### src/rtl/window_pkg.sv
// Shared state encoding and sizing helpers for the window-slide scheduler.
package window_pkg;

    typedef enum logic [2:0] {
        S_IDLE,
        S_LAUNCH,
        S_WAIT_WIN,
        S_HOLD,
        S_SLIDE,
        S_DONE
    } ws_sched_state_t;

    localparam int DEF_KERNEL = 3;

    function automatic int out_dim(input int len, input int k, input int stride);
        return (len - k) / stride + 1;
    endfunction

    function automatic int win_width(input int k);
        return k * k;
    endfunction

    // Index fields stay at least one bit wide even for a single-window axis.
    function automatic int idx_width(input int n);
        return (n > 1) ? $clog2(n) : 1;
    endfunction

endpackage

### src/rtl/window_pos_counter.sv
// Raster (row, col) position of the window currently held for downstream.
module window_pos_counter #(
    parameter int OUT_ROWS = 30,
    parameter int OUT_COLS = 30,
    parameter int ROW_W    = 5,
    parameter int COL_W    = 5
) (
    input  logic             clk,
    input  logic             rst,
    input  logic             i_clear,
    input  logic             i_advance,
    output logic [ROW_W-1:0] o_row,
    output logic [COL_W-1:0] o_col,
    output logic             o_last
);

    logic [ROW_W-1:0] r_row;
    logic [COL_W-1:0] r_col;
    logic             w_row_end;
    logic             w_col_end;

    assign w_row_end = (r_row == ROW_W'(OUT_ROWS - 1));
    assign w_col_end = (r_col == COL_W'(OUT_COLS - 1));

    always_ff @(posedge clk or negedge rst) begin
        if (!rst) begin
            r_row <= '0;
            r_col <= '0;
        end else if (i_clear) begin
            r_row <= '0;
            r_col <= '0;
        end else if (i_advance) begin
            if (w_col_end) begin
                r_col <= '0;
                r_row <= w_row_end ? '0 : r_row + ROW_W'(1);
            end else begin
                r_col <= r_col + COL_W'(1);
            end
        end
    end

    assign o_row  = r_row;
    assign o_col  = r_col;
    assign o_last = w_row_end && w_col_end;

endmodule

### src/rtl/window_slide_sched.sv
// Sequencer around the window-slide engine: owns the image RAM port, paces the
// engine one window at a time and hands tagged windows downstream.
module window_slide_sched
    import window_pkg::*;
#(
    parameter int  DATA_WIDTH      = 8,
    parameter int  DATA_ADDR_WIDTH = 10,
    parameter int  IMAGE_ROW_LEN   = 32,
    parameter int  IMAGE_COL_LEN   = 32,
    parameter int  KERNEL_SIZE     = DEF_KERNEL,
    parameter int  STRIDE          = 1,
    parameter int  TIMEOUT         = 1024,
    localparam int OUT_ROWS = out_dim(IMAGE_ROW_LEN, KERNEL_SIZE, STRIDE),
    localparam int OUT_COLS = out_dim(IMAGE_COL_LEN, KERNEL_SIZE, STRIDE),
    localparam int WIN_W    = win_width(KERNEL_SIZE),
    localparam int ROW_W    = idx_width(OUT_ROWS),
    localparam int COL_W    = idx_width(OUT_COLS)
) (
    input  logic                       clk,
    input  logic                       rst,
    input  logic                       cfg_start,
    input  logic                       cfg_abort,
    output logic                       cfg_busy,
    output logic                       cfg_done,
    output logic                       cfg_err,
    input  logic                       host_wr_en,
    input  logic [DATA_ADDR_WIDTH-1:0] host_wr_addr,
    input  logic [DATA_WIDTH-1:0]      host_wr_data,
    output logic                       host_wr_ready,
    output logic [DATA_ADDR_WIDTH-1:0] ram_addr,
    output logic [DATA_WIDTH-1:0]      ram_wdata,
    output logic                       ram_wen,
    output logic                       ram_ren,
    output logic                       ws_start,
    output logic                       ws_slide,
    input  logic [DATA_ADDR_WIDTH-1:0] ws_ram_addr,
    input  logic                       ws_ram_ren,
    input  logic [WIN_W-1:0]           ws_window,
    input  logic                       ws_valid,
    input  logic                       ws_done,
    output logic [WIN_W-1:0]           win_data,
    output logic [ROW_W-1:0]           win_row,
    output logic [COL_W-1:0]           win_col,
    output logic                       win_last,
    output logic                       win_valid,
    input  logic                       win_ready
);

    localparam int TW = $clog2(TIMEOUT + 1);

    ws_sched_state_t  r_state;
    ws_sched_state_t  w_next;
    logic [TW-1:0]    r_wait;
    logic [WIN_W-1:0] r_win_data;
    logic             r_err;
    logic             w_start_acc;
    logic             w_handshake;
    logic             w_last;
    logic             w_early_done;
    logic             w_timeout;
    logic             w_fault;
    logic             w_capture;
    logic             w_advance;
    logic [ROW_W-1:0] w_row;
    logic [COL_W-1:0] w_col;

    assign w_start_acc  = (r_state == S_IDLE) && cfg_start;
    assign w_handshake  = (r_state == S_HOLD) && win_ready;
    // Engine finishing in the same cycle the final window is taken is the normal end.
    assign w_early_done = ws_done && (r_state != S_IDLE) && (r_state != S_DONE)
                          && !(w_handshake && w_last);
    assign w_timeout    = (r_state == S_WAIT_WIN) && !ws_valid && (r_wait == TW'(TIMEOUT - 1));
    assign w_fault      = (w_early_done || w_timeout) && !cfg_abort;
    assign w_capture    = (r_state == S_WAIT_WIN) && (w_next == S_HOLD);
    assign w_advance    = w_handshake && !w_last && !cfg_abort && !w_early_done;

    always_ff @(posedge clk or negedge rst) begin
        if (!rst) begin
            r_state <= S_IDLE;
        end else begin
            r_state <= w_next;
        end
    end

    always_comb begin
        w_next = r_state;
        case (r_state)
            S_IDLE:     if (cfg_start) w_next = S_LAUNCH;
            S_LAUNCH:   w_next = S_WAIT_WIN;
            S_WAIT_WIN: if (ws_valid) w_next = S_HOLD;
            S_HOLD:     if (win_ready) w_next = w_last ? S_DONE : S_SLIDE;
            S_SLIDE:    w_next = S_WAIT_WIN;
            S_DONE:     w_next = S_IDLE;
            default:    w_next = S_IDLE;
        endcase
        // Abort outranks any handshake or capture in the same cycle.
        if ((r_state != S_IDLE) && (cfg_abort || w_early_done || w_timeout)) begin
            w_next = S_IDLE;
        end
    end

    always_comb begin
        host_wr_ready = 1'b0;
        ram_addr      = '0;
        ram_wdata     = '0;
        ram_wen       = 1'b0;
        ram_ren       = 1'b0;
        cfg_busy      = 1'b0;
        ws_start      = 1'b0;
        ws_slide      = 1'b0;
        cfg_done      = 1'b0;
        win_valid     = 1'b0;
        if (rst) begin
            if (r_state == S_IDLE) begin
                host_wr_ready = 1'b1;
                ram_addr      = host_wr_addr;
                ram_wdata     = host_wr_data;
                ram_wen       = host_wr_en;
            end else begin
                ram_addr = ws_ram_addr;
                ram_ren  = ws_ram_ren;
                cfg_busy = 1'b1;
            end
            ws_start  = (r_state == S_LAUNCH);
            ws_slide  = (r_state == S_SLIDE);
            cfg_done  = (r_state == S_DONE);
            win_valid = (r_state == S_HOLD);
        end
    end

    always_ff @(posedge clk or negedge rst) begin
        if (!rst) begin
            r_wait     <= '0;
            r_win_data <= '0;
            r_err      <= 1'b0;
        end else begin
            r_wait <= (r_state == S_WAIT_WIN) ? r_wait + TW'(1) : '0;
            if (w_capture) begin
                r_win_data <= ws_window;
            end
            if (w_start_acc) begin
                r_err <= 1'b0;
            end else if (w_fault) begin
                r_err <= 1'b1;
            end
        end
    end

    window_pos_counter #(
        .OUT_ROWS (OUT_ROWS),
        .OUT_COLS (OUT_COLS),
        .ROW_W    (ROW_W),
        .COL_W    (COL_W)
    ) u_pos (
        .clk       (clk),
        .rst       (rst),
        .i_clear   (w_start_acc),
        .i_advance (w_advance),
        .o_row     (w_row),
        .o_col     (w_col),
        .o_last    (w_last)
    );

    assign win_data = r_win_data;
    assign win_row  = w_row;
    assign win_col  = w_col;
    assign win_last = w_last && (r_state == S_HOLD);
    assign cfg_err  = r_err;

endmodule

### config.mk
export PLATFORM = sky130hd
export DESIGN_NAME = window_slide_sched
export DESIGN_NICKNAME = d
export VERILOG_FILES = /design/src/rtl/window_pkg.sv /design/src/rtl/window_pos_counter.sv /design/src/rtl/window_slide_sched.sv
export SDC_FILE = /design/constraint.sdc
export NUM_CORES = 1
export LEC_CHECK = 0
export ABC_AREA = 1
export CELL_PAD_IN_SITES_DETAIL_PLACEMENT = 1
export CELL_PAD_IN_SITES_GLOBAL_PLACEMENT = 1
export CORE_ASPECT_RATIO = 0.7
export CORE_MARGIN = 4
export CORE_UTILIZATION = 26
export DETAILED_ROUTE_END_ITERATION = 7
export PLACE_DENSITY = 0.72
export SETUP_SLACK_MARGIN = 0.02
export SYNTH_ARGS = -nofsm -noshare
export SYNTH_HDL_FRONTEND = slang
export SYNTH_SLANG_ARGS = --single-unit
### constraint.sdc
create_clock -name clk -period 3.3 [get_ports clk]
set_input_delay 0.66 -clock clk [delete_from_list [all_inputs] [get_ports clk]]
set_output_delay 0.66 -clock clk [all_outputs]
set_load 0.02 [all_outputs]
==> metrics.md <==
| Metric | Value |
|---|---|
| Number of port buffers | 92 |
| Worst Hold Depth | 1 |
| Sw frac | 0.410 |
| Most common cell after layout, fill and taps aside | clkdlybuf4s50_1 |
| WL final | 6560 µm |
| Syn Inst Count | 251 |
| Hold slack | 461 ps |
| Critical path class | input pin to output port |
| DR DRC count | 0 |
| R2R setup slack | 1310 ps |
| Hold_sp | r_wait[0]$_DFF_PN0_ |
| Die Y | 82.8 µm |
| Placed cell area | 3110 µm² |
| Reg2reg start | u_pos.o_col[0]$_DFFE_PN0P_ |
| Area of the mapped netlist | 2080 µm² |
| Relative slew slack | 0.582 |
| CTS Hold Bufs | 0 |
| Synthesized flop and latch total | 34 |
| CP Capture Type | output port |
| Sink of the worst hold path | r_wait[0]$_DFF_PN0_ |
| Max Fclk | 0.330 GHz |
| # resized after CTS | 0 |
| Worst-Skew Late Latency | 280 ps |
| Power, Total | 2.22 mW |
| Antenna viol nets, final | 0 |
| CP bufs+invs | 4 |
| Share of flip-flops with an asynchronous set or reset | 1.00 |
| Starting Density | 0.276 |
| Postcts setup bufs | 0 |
| Max-slew violations | 0 |
| Logic gate share of total power | 0.513 |
| Status | finished, final reports clean |
| Period utilization | 0.919 |
| CTS buffer count | 5 |
| Largest net degree at the start of global routing | 35 |
| Final instance area | 3250 µm² |
| Core Area | 7510 µm² |
| Max-cap violations | 0 |
| Reg2Reg Depth | 10 |
| Clock Skew | 5.86 ps |
| RSZ-0062 raised after global routing | false |
| Delay-heaviest family, CP | buffers and inverters |
| Die area | 9510 µm² |
| Crit path time final | 3030 ps |
| Post-synthesis sequential area ratio | 0.410 |
| 1st-pass router iterations | 4 |
| Maximum VDD drop | 288 µV |
| Initial DRC Count | 43 |
| Max Root-Sink Buffers | 2 |
| CP startpoint kind | input pin |
| First-pass GRT wire length | 10400 µm |
| Syn-to-layout area delta | 56.7% |
| Share of cells above drive strength 1 | 0.129 |
| Avg Cell Area, Syn | 8.27 µm² |
| Most frequent cells in the layout | 92 x clkdlybuf4s50_1, 52 x nand2_1, 34 x dfrtp_1, 32 x nor2_1, 20 x inv_1 |
| Critical Path Most Common Cell | clkdlybuf4s50_1 |
| Ys Warns | 0 |
| Worst reg2reg endpoint | win_data[8]$_DFFE_PN0P_ |
| H-Tree Depth | 2 |
| Switch Pwr | 0.911 mW |
| Leak pwr | 1.45 nW |
| Initial antenna violation count | 0 |
| Global Route Usage Sum | 0.138 |
| Final net count | 398 |
| Clk pwr share | 0.215 |
| Total grt overflow | 0 |
| Critical path arrival | 2370 ps |
| Mapped Nets | 302 |
| Die width | 115 µm |
| Standard-cell rows | 26 |
| CP required | 2640 ps |
| RePlAce Congestion | 0.748 |
| PD cells | 682 nW/µm² |
| Netlist cell types | 38 |
| Worst path cell trace | clkdlybuf4s50_1 -> inv_1 -> nor2_1 -> buf_4 -> a22o_1 -> clkdlybuf4s50_1 |
| Worst Path Max Fanout | 11 |
| Synth Flop Type | dfrtp_1 |
| I/O pin count | 93 |
| Post-synth EDFFs | 0 |
| Via Count | 2057 |
| Post-Place Worst Slack | 266 ps |
| CTS tree | built |
| Root Buffer | clkbuf_16 |
| HPWL Detailed | 5130 µm |
| Slowest cell on crit path | clkdlybuf4s50_1 |
| Int Power | 1.31 mW |
| Clk slew on worst S/H paths | 60 ps |
| Post-DR wirelength/cell | 14.7 µm |
| Clk sink count | 34 |
| Number of global-route vias before repair | 2164 |
| Max incr delay on CP | 620 ps |
| Final-report setup violation count | 0 |
| Endpoints failing hold | 0 |
| Slew @ Worst Pin | 627 ps |
| Final worst slack | 266 ps |
| Seq pwr share | 0.272 |
| N_diodes | 0 |
| Vias per inst | 4.61 |
| Hold WC Path Type | flip-flop to flip-flop |
| Setup TNS | 0 ps |
-- area by class of cell --
cell class | count | area, µm²
clock buffer | 7 | 143
tap | 98 | 123
sequential | 34 | 851
fill | 888 | 4260
inverter | 23 | 86.3
timing repair buffer | 97 | 958
multi-input combinational | 186 | 1090
clock inverter | 1 | 5.00
-- per-stage QoR --
step,utilization,std cells
finish,0.433,446
CTS,0.433,446
global placement,0.413,438
global route,0.433,446
floorplan,-,251
detailed placement,0.413,438
-- worst reg2reg max path: stages (launching register included) --
cell     delay, ps
dfrtp_1        450
ha_1           190
nand3_1         90
nor2_2         200
nand3_2        140
nand2_2        130
nand3_4        130
nand2_2        230
nand3_4        170
nand2_1        110
nand2_1         50
-- how the worst max path moves through the flow --
stage / start / endpoint / slack [ps] / depth (start not counted)
6_report: rst / ram_addr[5] / 270 / 6
5_1_grt: rst / ram_addr[5] / 140 / 6
4_1_cts: rst / ram_addr[5] / 270 / 6
3_5_place_dp: rst / ram_addr[5] / 270 / 6
3_3_place_gp: rst / ram_addr[0] / 310 / 6
2_1_floorplan: rst / ram_addr[0] / 1040 / 4
-- state kept, by name, indices dropped and copies added, names as in the netlist --
| name | cells |
|---|---|
| r_state | 3 |
| win_data | 9 |
| r_wait | 11 |
| u_pos.o_col | 5 |
| cfg_err | 1 |
| u_pos.o_row | 5 |
-- synthesized netlist by cell type, drive strengths merged, types with 2 or more instances --
master / count / area, µm²
inv: 23 / 86.3
xnor2: 2 / 17.5
a21oi: 10 / 50.1
or2: 2 / 12.5
clkbuf: 3 / 11.3
nor3: 5 / 25.0
ha: 5 / 62.6
nand2: 61 / 267
o21a: 2 / 15.0
nor4: 2 / 12.5
nor2: 40 / 189
nor3b: 3 / 22.5
buf: 5 / 40.0
dfrtp: 34 / 851
nand4: 9 / 56.3
nand3: 18 / 138
o21ai: 8 / 58.8
a22o: 10 / 87.6
xor2: 2 / 17.5
-- metal layers --
layer | global-route usage | vias up | wire, µm
li1 | - | 1024 | -
met1 | 0.188 | 981 | 3100
met2 | 0.213 | 47 | 3020
met3 | 0.0507 | 5 | 383
met4 | 0.0281 | 0 | 52
met5 | 0 | - | 0
-- power by group through the flow --
| stage | clock (mW) | combinational (mW) | sequential, mW |
|---|---|---|---|
| 5_1_grt | 0.509 | 1.24 | 0.623 |
| 3_5_place_dp | 0 | 1.15 | 0.611 |
| 6_report | 0.477 | 1.14 | 0.603 |
| 2_1_floorplan | 0 | 0.573 | 0.691 |
| 3_3_place_gp | 0 | 1.13 | 0.609 |
| 4_1_cts | 0.495 | 1.16 | 0.607 |
-- cell families after synthesis --
family,synth area share
AOI/OAI and AO/OA,0.120
xor gates and xnor gates,0.0169
adders and majority gates,0.0301
buffers and inverters,0.0663
DFF,0.410
and+or+nand+nor,0.357
Power figures use the tool's default switching activity.
